$ cat src/rtl/mem_debug_bridge.sv
// Host-link debug bridge: decodes byte-serial W/R commands into single
// override-port memory accesses and returns ACK/NAK or read-data bytes.
module mem_debug_bridge #(
  parameter int unsigned READ_LATENCY = 1,
  parameter int unsigned TIMEOUT      = 1000000
) (
  input  logic        clk,
  input  logic        rst,
  input  logic [7:0]  rxData,
  input  logic        rxValid,
  output logic        rxReady,
  output logic [7:0]  txData,
  output logic        txValid,
  input  logic        txReady,
  output logic        memControl,
  output logic        memRnW,
  output logic [15:0] memAddr,
  output logic [15:0] memDataIn,
  input  logic [15:0] memDataOut,
  output logic        busy
);

  localparam int unsigned TW = $clog2(TIMEOUT + 1);
  localparam int unsigned LW = $clog2(READ_LATENCY + 2);

  localparam logic [7:0] OP_W    = 8'h57;
  localparam logic [7:0] OP_R    = 8'h52;
  localparam logic [7:0] RSP_ACK = 8'h06;
  localparam logic [7:0] RSP_NAK = 8'h15;

  typedef enum logic [2:0] {
    IDLE,
    ARGS,
    MEM_WR,
    MEM_RD,
    TX_HI,
    TX_LO,
    TX_ACK
  } state_t;

  state_t          state_q, state_d;
  logic [2:0]      arg_cnt_q, arg_cnt_d;
  logic            is_wr_q, is_wr_d;
  logic [TW-1:0]   tmo_q, tmo_d;
  logic [LW-1:0]   lat_q, lat_d;
  logic [15:0]     addr_q, addr_d;
  logic [15:0]     wdata_q, wdata_d;
  logic [7:0]      tx_data_q, tx_data_d;
  logic [7:0]      rd_lo_q, rd_lo_d;
  logic [2:0]      arg_pos;
  logic            rx_fire;

  assign rxReady    = ~rst & ((state_q == IDLE) | (state_q == ARGS));
  assign rx_fire    = rxValid & rxReady;
  assign memControl = (state_q == MEM_WR) | (state_q == MEM_RD);
  assign memRnW     = (state_q != MEM_WR);
  assign memAddr    = addr_q;
  assign memDataIn  = wdata_q;
  assign txValid    = (state_q == TX_HI) | (state_q == TX_LO) | (state_q == TX_ACK);
  assign txData     = tx_data_q;
  assign busy       = (state_q != IDLE);

  always_comb begin
    state_d   = state_q;
    arg_cnt_d = arg_cnt_q;
    is_wr_d   = is_wr_q;
    tmo_d     = tmo_q;
    lat_d     = lat_q;
    addr_d    = addr_q;
    wdata_d   = wdata_q;
    tx_data_d = tx_data_q;
    rd_lo_d   = rd_lo_q;
    // Reads skip the two data slots, so both opcodes share one byte-position map.
    arg_pos   = is_wr_q ? arg_cnt_q : arg_cnt_q + 3'd2;

    case (state_q)
      IDLE: begin
        if (rx_fire) begin
          tmo_d = '0;
          if (rxData == OP_W) begin
            arg_cnt_d = 3'd4;
            is_wr_d   = 1'b1;
            state_d   = ARGS;
          end else if (rxData == OP_R) begin
            arg_cnt_d = 3'd2;
            is_wr_d   = 1'b0;
            state_d   = ARGS;
          end else begin
            tx_data_d = RSP_NAK;
            state_d   = TX_ACK;
          end
        end
      end
      ARGS: begin
        if (rx_fire) begin
          tmo_d     = '0;
          arg_cnt_d = arg_cnt_q - 3'd1;
          case (arg_pos)
            3'd4:    addr_d[15:8]  = rxData;
            3'd3:    addr_d[7:0]   = rxData;
            3'd2:    wdata_d[15:8] = rxData;
            3'd1:    wdata_d[7:0]  = rxData;
            default: ;
          endcase
          if (arg_cnt_q == 3'd1) begin
            lat_d   = '0;
            state_d = is_wr_q ? MEM_WR : MEM_RD;
          end
        end else if (tmo_q == TW'(TIMEOUT - 1)) begin
          tmo_d   = '0;
          state_d = IDLE;
        end else begin
          tmo_d = tmo_q + TW'(1);
        end
      end
      MEM_WR: begin
        tx_data_d = RSP_ACK;
        state_d   = TX_ACK;
      end
      MEM_RD: begin
        if (lat_q == LW'(READ_LATENCY)) begin
          tx_data_d = memDataOut[15:8];
          rd_lo_d   = memDataOut[7:0];
          state_d   = TX_HI;
        end else begin
          lat_d = lat_q + LW'(1);
        end
      end
      TX_HI: begin
        if (txReady) begin
          tx_data_d = rd_lo_q;
          state_d   = TX_LO;
        end
      end
      TX_LO: begin
        if (txReady) state_d = IDLE;
      end
      TX_ACK: begin
        if (txReady) state_d = IDLE;
      end
      default: state_d = IDLE;
    endcase
  end

  always_ff @(posedge clk) begin
    if (rst) begin
      state_q   <= IDLE;
      arg_cnt_q <= '0;
      is_wr_q   <= 1'b0;
      tmo_q     <= '0;
      lat_q     <= '0;
      addr_q    <= '0;
      wdata_q   <= '0;
      tx_data_q <= '0;
      rd_lo_q   <= '0;
    end else begin
      state_q   <= state_d;
      arg_cnt_q <= arg_cnt_d;
      is_wr_q   <= is_wr_d;
      tmo_q     <= tmo_d;
      lat_q     <= lat_d;
      addr_q    <= addr_d;
      wdata_q   <= wdata_d;
      tx_data_q <= tx_data_d;
      rd_lo_q   <= rd_lo_d;
    end
  end

endmodule

$ cat config.mk
export PLATFORM = sky130hd
export DESIGN_NAME = mem_debug_bridge
export DESIGN_NICKNAME = d
export VERILOG_FILES = /design/src/rtl/mem_debug_bridge.sv
export SDC_FILE = /design/constraint.sdc
export NUM_CORES = 1
export LEC_CHECK = 0
export ABC_AREA = 1
export CAP_MARGIN = 20
export CORE_MARGIN = 4
export CORE_UTILIZATION = 25
export DETAILED_ROUTE_END_ITERATION = 7
export GPL_TIMING_DRIVEN = 0
export HOLD_SLACK_MARGIN = 0.15
export PLACE_DENSITY_LB_ADDON = 0.05
export SLEW_MARGIN = 20
export SYNTH_ARGS = -nofsm -noshare
export SYNTH_HDL_FRONTEND = slang
export SYNTH_SLANG_ARGS = --single-unit
$ cat constraint.sdc
create_clock -name clk -period 1.7 [get_ports clk]
set_input_delay 0.51 -clock clk [delete_from_list [all_inputs] [get_ports clk]]
set_output_delay 0.51 -clock clk [all_outputs]
set_load 0.02 [all_outputs]
# --- After elaboration in Yosys (flattened, before gate mapping) ---
# Index checks and enable logic that the tools add are counted.
word_totals:
  reg_bits: 77
  wordCells: 101
  output_inout_bits: 45
classes:
  muxes: 33
  n_bitwise: 7
  n_addsub: 4
  n_eq_ne: 28
  reduce_logical: 18
op_table:
  columns: ["op", "n"]
  rows:
  - ["20-bit 2-to-1 mux", 3]
  - ["3-bit 2-to-1 mux", 14]
  - ["8-bit 2-to-1 mux", 5]
  - ["20-bit one-hot mux with 2 select lines", 1]
  - ["8-bit one-hot mux with 4 select lines", 1]
  - ["20-bit by 1-bit adder with 20-bit output (second input constant)", 1]
  - ["20-bit equality test (second input constant)", 1]
  - ["3-bit one-hot mux with 6 select lines", 1]
  - ["8-bit by 7-bit equality test with 1-bit output (second input constant)", 2]
  - ["3-bit AND reduction", 5]
  - ["3-bit by 2-bit equality test with 1-bit output (second input constant)", 4]
  - ["3-bit equality test (second input constant)", 4]
  - ["2-bit != test (second input constant)", 6]
  - ["6-bit AND reduction", 2]
  - ["3-bit by 1-bit equality test with 1-bit output (second input constant)", 3]
  - ["3-bit by 2-bit != test with 1-bit output (second input constant)", 3]
  - ["4-bit AND reduction", 2]
  - ["2-bit 2-to-1 mux", 3]
  - ["2-bit by 1-bit != test with 1-bit output (second input constant)", 3]
  - ["3-bit one-hot mux with 2 select lines", 1]
  - ["2-bit nonzero test", 3]
  - ["1-bit bitwise OR", 4]
  - ["2-bit one-hot mux with 2 select lines", 1]
  - ["2-bit AND reduction", 2]
  - ["12 further kinds", 15]

# --- Longest topological paths before layout ---
logic_depth:
  word_depth: 6
  ltp_mapped: 11
  ltp_nobuf: 11

# --- Least setup slack after synthesis ---
# OpenSTA, ideal clock, no wires.
synth_timing:
  path_kind: "input-to-reg"
  start: "input rst"
  end: "register tx_data_q[4], in the netlist txData[4]"
  path_stages: 10
  n_path_buf: 3
  arrival_ps: 1665
  path_slack_ps: -78
  path_cell_list: "buf_6 > clkinv_2 > buf_4 > nand3_2 > nand2_1 > nor3b_4 > buf_6 > nand3_1 > nand2_1 > nor2_1"
synth_via:
  elab_chain_len: 5
synth_lines:
  columns: ["element", "line_no", "source"]
  rows:
  - ["start, declared", "8", "input logic rst,"]
  - ["1-bit inverter", "53", "assign rxReady = ~rst & ((state_q == IDLE) | (state_q == ARGS));"]
  - ["1-bit bitwise AND", "53", null]
  - ["1-bit bitwise AND", "54", "assign rx_fire = rxValid & rxReady;"]
  - ["2-bit != test (no line)", null, null]
  - ["6-bit AND reduction (no line)", null, null]
  - ["end signal, assigned", "164", "tx_data_q <= tx_data_d;"]
  - ["end, declared", "48", "logic [7:0] tx_data_q, tx_data_d;"]
# Several ways; a longest one is shown, not always the timed one.
# A chain may end at the register's enable or synchronous reset.

# --- Final worst setup path ---
layout_timing:
  start: "register state_q[2]"
  end: "register tx_data_q[4], in the netlist txData[4]"
layout_via:
  elab_chain_len: 6
layout_lines:
  columns: ["element", "line_no", "source"]
  rows:
  - ["start, declared", "41", "state_t state_q, state_d;"]
  - ["start signal, assigned", "157", "state_q <= state_d;"]
  - ["3-bit by 1-bit equality test with 1-bit output / 3-bit logical NOT (equally long branches)", "53, 76", null]
  - ["1-bit bitwise OR", "53", null]
  - ["1-bit bitwise AND", "53", null]
  - ["1-bit bitwise AND", "54", null]
  - ["2-bit != test (no line)", null, null]
  - ["6-bit AND reduction (no line)", null, null]
# Several ways; a longest one is shown, not always the timed one.

==> qor.yml <==
tightest_slew_ps: 618
layout_commonest_cell: "nand2_1"
run_status: "finished with violations"
die_y_um: 132
final_cells: 831
cap_violations: 0
clk_latency_ps: 340
synth_flop_cell: "dfxtp_1"
async_flop_share: 0
synthAdderAreaFrac: 0.0131
gp_congestion: 0.781
drtIter0Drc: 164
syn_nets: 565
seq_area_frac_synth: 0.403
port_buffers: 71
antenna_found_initial: 0
setup_violations: 3
route.detailed.drc: 0
cts_tree: "done"
cp-start-kind: "register"
syn2layout_area_growth_pct: 44.2
vdd_drop_max_mv: 0.575
initial_core_util: 0.259
synth_top_family_by_area: "simple AND/OR/NAND/NOR gates"
core_area_mm2: 0.0148
fmax_mhz: 585
fin_nets: 676
firstDrtPassIters: 4
slew_viol_final: 0
n_fill_cell: 1591
diodes: 0
dpl-instance-area_mm2: 0.00481
timing_worst_setup_path_type: "reg2reg"
rows: 44
total_leakage_power_nw: 2.39
slew_headroom: 0.588
dp_hpwl_mm: 8.35
grt_pass1_wl_mm: 18.6
holdCritPathClass: "in2reg"
hold_viol: 0
endpoint_kind: "register"
finalWirelength_mm: 11.5
synthCells: 533
worstPathMaxFanout: 7
cts-root-buf: "clkbuf_16"
grt_overflow_total: 0
path_clk_slew_ps: 60
yosys_warnings: 0
die_area_mm2: 0.0174
viasPerCell: 4.33
arrival_ps: 1940
cts_buffers: 9
violations: "negative setup slack"
ys_seq_elements: 77
io_pins: 73
grt_pass1_vias: 3637
multiInputGateArea_mm2: 0.00211
synth-simple-area-share: 0.324
synthMuxAreaShare: 0.00261
clock_path_buffers: 2
ctsHoldBuffers: 0
grt_max_degree: 12
cts_max_level: 3
regArea_mm2: 0.00155
syn_avg_cell_area_um2: 7.18
vias: 3599
fin_crit_ps: 1710
synth_xor_area_frac: 0.0373
powerDensity_mw_per_mm2: 1270
antenna_left: 0
clock_sinks: 77
drive_above_1_share: 0.219
wl_per_cell_um: 13.8
setup_ws_ps: -9.64
synth_edf_count: 0
design_area_mm2: 0.00552
final_cell_mix: "91 x nand2_1, 90 x nor2_1, 70 x dfxtp_1"
rsz0062_at_grt: "true"
die_w_um: 132
yosysUniqueCellTypes: 40
period_share: 1.01
critPathRequiredTime_ps: 1930
gr-usage-all-layers: 0.133
syn_area_mm2: 0.00383
placed_cells: 788
synth_compound_area_frac: 0.125
finClkSkew_ps: 4.06
## power breakdown
group | internal [W] | switching (W) | leakage (nW) | total, W
Clock | 0.00105 | 0.000737 | 0.134 | 0.00178
Combinational | 0.00136 | 0.00175 | 1.63 | 0.00311
Sequential | 0.00199 | 0.000126 | 0.626 | 0.00212
Total | 0.00440 | 0.00262 | 2.39 | 0.00701
## path summary, 6_finish.rpt
kind / from / to / slack (ps) / cells past startpoint
hold / removal: rst / state_q[2]$_SDFFE_PP0P_ / 380 / 2
setup / recovery: state_q[2]$_SDFFE_PP0P_ / txData[4]$_SDFFE_PP0P_ / -10 / 10
hold reg to reg: memAddr[0]$_SDFFE_PP0P_ / memAddr[0]$_SDFFE_PP0P_ / 440 / 2
setup reg to reg: state_q[2]$_SDFFE_PP0P_ / txData[4]$_SDFFE_PP0P_ / -10 / 10
## synth_stat cells, types with 4 or more instances
| cell type | instances | area, um^2 |
|---|---|---|
| buf_4 | 5 | 37.5 |
| nor3_1 | 9 | 45.0 |
| ha_1 | 4 | 50.1 |
| nor2_1 | 95 | 357 |
| inv_1 | 59 | 221 |
| xnor2_1 | 4 | 35.0 |
| nand3b_1 | 4 | 30.0 |
| inv_2 | 4 | 15.0 |
| dfxtp_1 | 77 | 1540 |
| nand3_1 | 27 | 135 |
| nand2_2 | 4 | 25.0 |
| nand4_1 | 5 | 31.3 |
| xor2_1 | 6 | 52.6 |
| nor2_4 | 4 | 45.0 |
| buf_6 | 4 | 45.0 |
| o21ai_0 | 35 | 175 |
| a21oi_1 | 36 | 180 |
| nand2_1 | 110 | 413 |
| a21oi_2 | 10 | 87.6 |
## critical path, cell delays in order (launching register included)
cell and delay [ps]:
dfxtp_2 320, buf_8 140, nor2_4 160, buf_6 130
nand3_4 90, nand2_2 90, nor3b_4 310, buf_6 190
nand3_2 60, nand2_1 60, nor2_1 40
## logic make-up after synthesis
logic type,Yosys count
AOI/OAI and AO/OA,86
and+or+nand+nor,270
buffers and inverters,83
DFF,77
muxes,1
adders and majority gates,4
xor gates and xnor gates,12
## cell type report
type,instances,share of cell area
buffer,18,0.0338
sequential,77,0.281
clock buffer,12,0.0464
inverter,65,0.0473
tap,184,0.0417
multi-input combinational,373,0.382
clock inverter,2,0.00181
timing repair buffer,100,0.166
## registers in the layout, summed over array words and instances, names as in the netlist
signal,count
arg_cnt_q,3
is_wr_q,1
lat_q,2
memAddr,16
memDataIn,16
rd_lo_q,8
state_q,3
tmo_q,20
txData,8
## through the flow
stage | power, W | setup slack (ps) | utilization | TNS (ps) | hold WS [ps]
after floorplan | 0.00382 | 1.90 | - | 0 | 425
after global placement | 0.00461 | -915 | 0.326 | -37170 | 434
after detailed placement | 0.00462 | -925 | 0.326 | -39010 | 438
after CTS | 0.00666 | -38.0 | 0.357 | -57.1 | 366
after global routing | 0.00747 | -107 | 0.374 | -1720 | 373
final | 0.00701 | -9.64 | 0.374 | -20.2 | 379
## routing by layer
layer,vias up,wire length [um],GRT usage
met5,-,0,0
met1,1602,5750,0.181
li1,1919,-,-
met2,65,5050,0.204
met4,0,214,0.0508
met3,13,484,0.0317
## what timing repair did
| item | in CTS | in global routing |
|---|---|---|
| resized for setup | 110 | 54 |
| gates cloned | 1 | 2 |
| setup endpoints to repair | 117 | 48 |
| pin swaps | 11 | 13 |
| setup buffers | 14 | 12 |
Power figures use the tool's default switching activity.
